### src/rtl/store_control.sv
// Store-side control: aligns SB/SH/SW data into byte lanes, drives registered DMEM/IMEM
// write ports, and queues IO-region stores in a FIFO. Optional counters behind STORE_STATS_EN.
module store_control #(
    parameter int IO_DEPTH = 4,
    parameter int MEM_AW   = 14
) (
    input  logic              clk,
    input  logic              rst,
    input  logic              st_valid,
    input  logic [2:0]        st_funct3,
    input  logic [31:0]       st_addr,
    input  logic [31:0]       st_data,
    input  logic              pc_in_bios,
    output logic              stall,
    output logic [3:0]        dmem_we,
    output logic [MEM_AW-1:0] dmem_addr,
    output logic [31:0]       dmem_din,
    output logic [3:0]        imem_we,
    output logic [MEM_AW-1:0] imem_addr,
    output logic [31:0]       imem_din,
    output logic              io_valid,
    input  logic              io_ready,
    output logic [31:0]       io_addr,
    output logic [3:0]        io_be,
    output logic [31:0]       io_data,
    output logic              misalign_err,
    output logic              misalign_sticky,
    output logic [31:0]       io_store_count,
    output logic [31:0]       mem_store_count
);
    localparam int PW = $clog2(IO_DEPTH);

    logic [3:0]  be;
    logic [31:0] data;
    logic        f3_ok, aligned;

    always_comb begin
        be      = 4'b0000;
        data    = 32'd0;
        f3_ok   = 1'b1;
        aligned = 1'b1;
        case (st_funct3)
            3'b000: begin
                be   = 4'b0001 << st_addr[1:0];
                data = {4{st_data[7:0]}};
            end
            3'b001: begin
                aligned = ~st_addr[0];
                be      = 4'b0011 << st_addr[1:0];
                data    = {2{st_data[15:0]}};
            end
            3'b010: begin
                aligned = (st_addr[1:0] == 2'b00);
                be      = 4'b1111;
                data    = st_data;
            end
            default: f3_ok = 1'b0;
        endcase
    end

    logic [3:0] region;
    logic       good, is_io, full, push, pop, misalign, dmem_hit, imem_hit;
    logic [PW:0]   count_q, count_d;
    logic [PW-1:0] wr_ptr_q, rd_ptr_q;

    assign region   = st_addr[31:28];
    assign good     = st_valid && f3_ok && aligned;
    assign is_io    = (region == 4'b1000);
    assign full     = (count_q == (PW+1)'(IO_DEPTH));
    // Stall ignores io_ready so there is no combinational path from the IO block.
    assign stall    = good && is_io && full;
    assign push     = good && is_io && !full;
    assign pop      = io_valid && io_ready;
    assign misalign = st_valid && f3_ok && !aligned;
    assign dmem_hit = good && (region == 4'b0001 || region == 4'b0011);
    assign imem_hit = good && pc_in_bios && (region == 4'b0010 || region == 4'b0011);

    logic [3:0]        dmem_we_q, imem_we_q;
    logic [MEM_AW-1:0] dmem_addr_q, imem_addr_q;
    logic [31:0]       dmem_din_q, imem_din_q;
    logic              mis_q, sticky_q;

    always_ff @(posedge clk) begin
        if (rst) begin
            dmem_we_q   <= 4'b0000;
            imem_we_q   <= 4'b0000;
            dmem_addr_q <= '0;
            imem_addr_q <= '0;
            dmem_din_q  <= 32'd0;
            imem_din_q  <= 32'd0;
            mis_q       <= 1'b0;
            sticky_q    <= 1'b0;
        end else begin
            dmem_we_q <= dmem_hit ? be : 4'b0000;
            imem_we_q <= imem_hit ? be : 4'b0000;
            if (dmem_hit) begin
                dmem_addr_q <= st_addr[MEM_AW+1:2];
                dmem_din_q  <= data;
            end
            if (imem_hit) begin
                imem_addr_q <= st_addr[MEM_AW+1:2];
                imem_din_q  <= data;
            end
            mis_q <= misalign;
            if (misalign) sticky_q <= 1'b1;
        end
    end

    assign dmem_we         = dmem_we_q;
    assign dmem_addr       = dmem_addr_q;
    assign dmem_din        = dmem_din_q;
    assign imem_we         = imem_we_q;
    assign imem_addr       = imem_addr_q;
    assign imem_din        = imem_din_q;
    assign misalign_err    = mis_q;
    assign misalign_sticky = sticky_q;

    logic [31:0] fifo_addr_q [IO_DEPTH];
    logic [3:0]  fifo_be_q   [IO_DEPTH];
    logic [31:0] fifo_data_q [IO_DEPTH];

    always_ff @(posedge clk) begin
        if (push) begin
            fifo_addr_q[wr_ptr_q] <= st_addr;
            fifo_be_q[wr_ptr_q]   <= be;
            fifo_data_q[wr_ptr_q] <= data;
        end
    end

    always_comb begin
        count_d = count_q;
        case ({push, pop})
            2'b10:   count_d = count_q + (PW+1)'(1);
            2'b01:   count_d = count_q - (PW+1)'(1);
            default: count_d = count_q;
        endcase
    end

    always_ff @(posedge clk) begin
        if (rst) begin
            count_q  <= '0;
            wr_ptr_q <= '0;
            rd_ptr_q <= '0;
        end else begin
            count_q <= count_d;
            if (push) wr_ptr_q <= wr_ptr_q + PW'(1);
            if (pop)  rd_ptr_q <= rd_ptr_q + PW'(1);
        end
    end

    assign io_valid = (count_q != '0);
    assign io_addr  = fifo_addr_q[rd_ptr_q];
    assign io_be    = fifo_be_q[rd_ptr_q];
    assign io_data  = fifo_data_q[rd_ptr_q];

`ifdef STORE_STATS_EN
    logic [31:0] mem_cnt_q, io_cnt_q;

    // A store hitting both DMEM and IMEM counts once.
    always_ff @(posedge clk) begin
        if (rst) begin
            mem_cnt_q <= 32'd0;
            io_cnt_q  <= 32'd0;
        end else begin
            if (dmem_hit || imem_hit) mem_cnt_q <= mem_cnt_q + 32'd1;
            if (pop)                  io_cnt_q  <= io_cnt_q + 32'd1;
        end
    end

    assign mem_store_count = mem_cnt_q;
    assign io_store_count  = io_cnt_q;
`else
    assign mem_store_count = 32'd0;
    assign io_store_count  = 32'd0;
`endif

endmodule
### config.mk
export PLATFORM = sky130hd
export DESIGN_NAME = store_control
export DESIGN_NICKNAME = d
export VERILOG_FILES = /design/src/rtl/store_control.sv
export SDC_FILE = /design/constraint.sdc
export NUM_CORES = 1
export LEC_CHECK = 0
export CAP_MARGIN = 20
export CORE_MARGIN = 4
export CORE_UTILIZATION = 26
export CTS_CLUSTER_SIZE = 40
export DETAILED_ROUTE_END_ITERATION = 12
export PLACE_DENSITY = 0.48
export SLEW_MARGIN = 30
export SYNTH_ARGS = -nofsm -noshare
export SYNTH_HDL_FRONTEND = slang
export SYNTH_SLANG_ARGS = --single-unit
### constraint.sdc
create_clock -name clk -period 5.1 [get_ports clk]
set_input_delay 1.53 -clock clk [delete_from_list [all_inputs] [get_ports clk]]
set_output_delay 1.53 -clock clk [all_outputs]
set_load 0.01 [all_outputs]
==> summary.md <==
| Metric | Value |
|---|---|
| Result of the run | finished clean |
| Maximum buffer depth of the clock tree | 3 |
| Count of cells resized by post-cts repair | 0 |
| Fraction of the cycle the final worst path needs | 96.46% |
| Area of the placeable core | 0.05650 mm2 |
| Count of vias placed by the detailed router | 8871 |
| Critical path capture point type | output port |
| Slew at the pin closest to its max-slew limit | 987.3 ps |
| Headroom to the max-slew limit | 34.18% |
| Final-report hold violation count | 0 |
| Clock tree from TritonCTS | done |
| Highest net fanout along the worst path | 2 |
| DRT iter0 DRCs | 456 |
| Critical Path Source Type | input port |
| Clock skew | 16.54 ps |
| Overall die area | 0.06104 mm2 |
| Number of buffers added by the clock tree synthesis step | 44 |
| Share of synthesized area occupied by flip-flops and latches | 69.92% |
| Antenna violations before repair | 4 |
| Cell with the most instances after synthesis | edfxtp_1 |
| Gr usage total | 14.08% |
| DRC violation count after routing | 0 |
| Num ports | 308 |
| Clk Latency, worst-skew pair | 570 ps |
| Hold Buf Count CTS | 0 |
| Final HPWL from detailed placement | 29840 um |
| Final setup violating endpoints | 0 |
| Yosys Warn Count | 0 |
| Number of inserted filler cells in the final layout | 5449 |
| Maximum number of pins on one net before global-route repair | 81 |
| Total routed wirelength | 43920 um |
| Remaining antenna violation count | 0 |
| Max-Cap Viols | 0 |
| Number of storage elements in the synthesis netlist | 383 |
| Maximum clock rate | 203.3 MHz |
| Clock root buffer master | clkbuf_16 |
| Instance count of the mapped netlist | 999 |
| CP Data Required Time | 3570 ps |
| Static Leakage | 6.263 nW |
| Cell types with the largest area share after synthesis | edfxtp_1 55%, dfxtp_1 15%, mux4_2 10%, nand2_1 3.4%, buf_4 3.3% |
| Wire length of the first global-routing pass | 63070 um |
| Worst setup path category | in -> out |
| Number of rows created at floorplan | 87 |
| Cells after DPL | 1970 |
| Most common flop cell mapped by yosys | edfxtp_1 |
| Arrival time at the worst endpoint | 3390 ps |
| PwrDens | 349.1 mW/mm2 |
| Unrepaired setup endpoints after global routing | false |
| IR Drop Worst-Case VDD | 214.5 uV |
| Final Slew Violations | 0 |
| Ys async rst share | 0% |
| Worst hold-check path type | reg -> reg |
| Yosys top cell area share | 54.97% |
| Average routed wire per standard cell | 21.41 um |
| Proportion of layout cells with a drive suffix above 1 | 14.13% |
| Cell Count, Final, Fillers Out | 2051 |
| Cell type with the highest aggregate area in the netlist | edfxtp_1 |
| Diode insertion count for antenna repair | 0 |
| Top cells by count, synth | 272 x edfxtp_1, 133 x nand2_1, 111 x dfxtp_1, 93 x a21oi_1, 68 x mux4_2 |
| CTS H-tree depth | 2 |
| Min cycle time layout | 4919 ps |
| Initial cell density of the core | 26.30% |
| Leftover overflow at the end of global routing | 0 |
| Number of global-route vias before repair | 9079 |
| Die boundary height | 247.1 um |
| Routability cong. | 0.7335 |
| Clock Sinks | 383 |
| # nets final | 1338 |
| Vias/cell | 4.325 |
| Count of distinct cell types in the synthesized netlist | 37 |
| Mapped Area | 0.01486 mm2 |
| Total Neg Setup Slack | 0 ps |
| Clock-pin transition on the worst setup and hold timing paths | 60 ps |
| Total of buffers placed on input and output ports | 243 |
| Signed area change from the synthesized netlist to the final layout | 31.51% |
| Post-CTS Repair Setup Buffers | 0 |
| Mean instance size in the synthesized netlist | 14.87 um2 |
| Pre-antenna DRT Iters | 4 |
| Setup slack on the worst flop-to-flop path | 2470 ps |
| Post-synth EDFFs | 272 |
| DIE WIDTH | 247.1 um |
-- worst paths after layout --
check,from,endpoint,cells past startpoint
worst max-delay path,st_addr[1],stall,5
worst min-delay path,misalign_sticky$_SDFFE_PP0P_,misalign_sticky$_SDFFE_PP0P_,2
worst max register to register,count_q[2]$_SDFFE_PP0P_,count_q[2]$_SDFFE_PP0P_,9
worst min register to register,misalign_sticky$_SDFFE_PP0P_,misalign_sticky$_SDFFE_PP0P_,2
-- metrics by stage --
stage	worst slack (ps)	cell area [um2]	hold slack [ps]	total power, mW	utilization, %
finish	180.6	19540	452.9	6.821	34.59
detailed placement	94.24	18050	444.4	3.692	31.96
global route	45.81	19540	472.4	7.096	34.59
global placement	105.0	18050	438.1	3.689	31.96
CTS	73.35	19540	455.4	6.926	34.58
floorplan	697.9	15100	469.6	3.563	-
-- flip-flops by register name, indices dropped and copies added (netlist names), named ones only --
signal	flops
fifo_data_q	128
fifo_be_q	16
dmem_addr	14
misalign_err	1
fifo_addr_q	128
wr_ptr_q	2
imem_addr	14
imem_din	32
dmem_we	4
dmem_din	32
rd_ptr_q	2
imem_we	4
count_q	3
misalign_sticky	1
-- worst max-delay path, cell delays in order --
cell,delay (ps)
clkdlybuf4s50_1,570
nor3_1,300
nor2_1,90
nor4b_1,290
clkdlybuf4s50_1,600
-- cells by family (layout without fill, tap and decap cells) --
logic type	after synthesis	after routing	share of synthesized area (%)
AOI/OAI and AO/OA	137	137	5.305
xor gates and xnor gates	6	6	0.3537
adders and majority gates	6	6	0.5557
buffers and inverters	135	368	5.338
DFF	383	383	69.92
muxes	76	76	10.85
other	1	64	0.02524
and+or+nand+nor	255	255	7.654
-- power by group --
group	switching, mW	internal, mW	leakage (nW)
clock	1.26	1.94	0.724
combinational	0.179	0.104	2.18
sequential	0.00442	3.34	3.36
-- per-layer routing --
layer  routed length (um)  GRT usage [%]  vias to the layer above
met2                20530          22.43                      261
met4                  673          3.020                        4
met5                   27              0                        -
met1                19860          19.57                     4473
met3                 2830          3.448                       56
li1                     -              -                     4077
-- cell type report --
class,instances,area [um2],share of cell area [%]
multi-input combinational,544,3938,20.15
tap,756,945.9,4.841
inverter,12,45.04,0.2305
sequential,383,10400,53.21
clock inverter,27,272.8,1.396
timing repair buffer,275,2731,13.98
clock buffer,54,1211,6.198
-- cell usage in the layout, fill, tap and decap left out, types with 4 or more instances in the layout --
master / instances
buf_4: 27
clkdlybuf4s50_1: 241
conb_1: 64
and2_4: 4
mux4_2: 68
clkinv_1: 8
a21oi_1: 93
clkinv_2: 9
mux2i_1: 8
bufinv_16: 5
nand2b_1: 14
nor2_1: 66
edfxtp_1: 272
clkbuf_1: 5
buf_12: 5
inv_1: 12
or3_1: 5
dfxtp_1: 109
o21ai_0: 9
nand3b_1: 12
clkbuf_16: 46
nand2_1: 133
and2_1: 8
ha_1: 5
a211oi_1: 26
No activity file was read; power rests on OpenSTA's default activity.
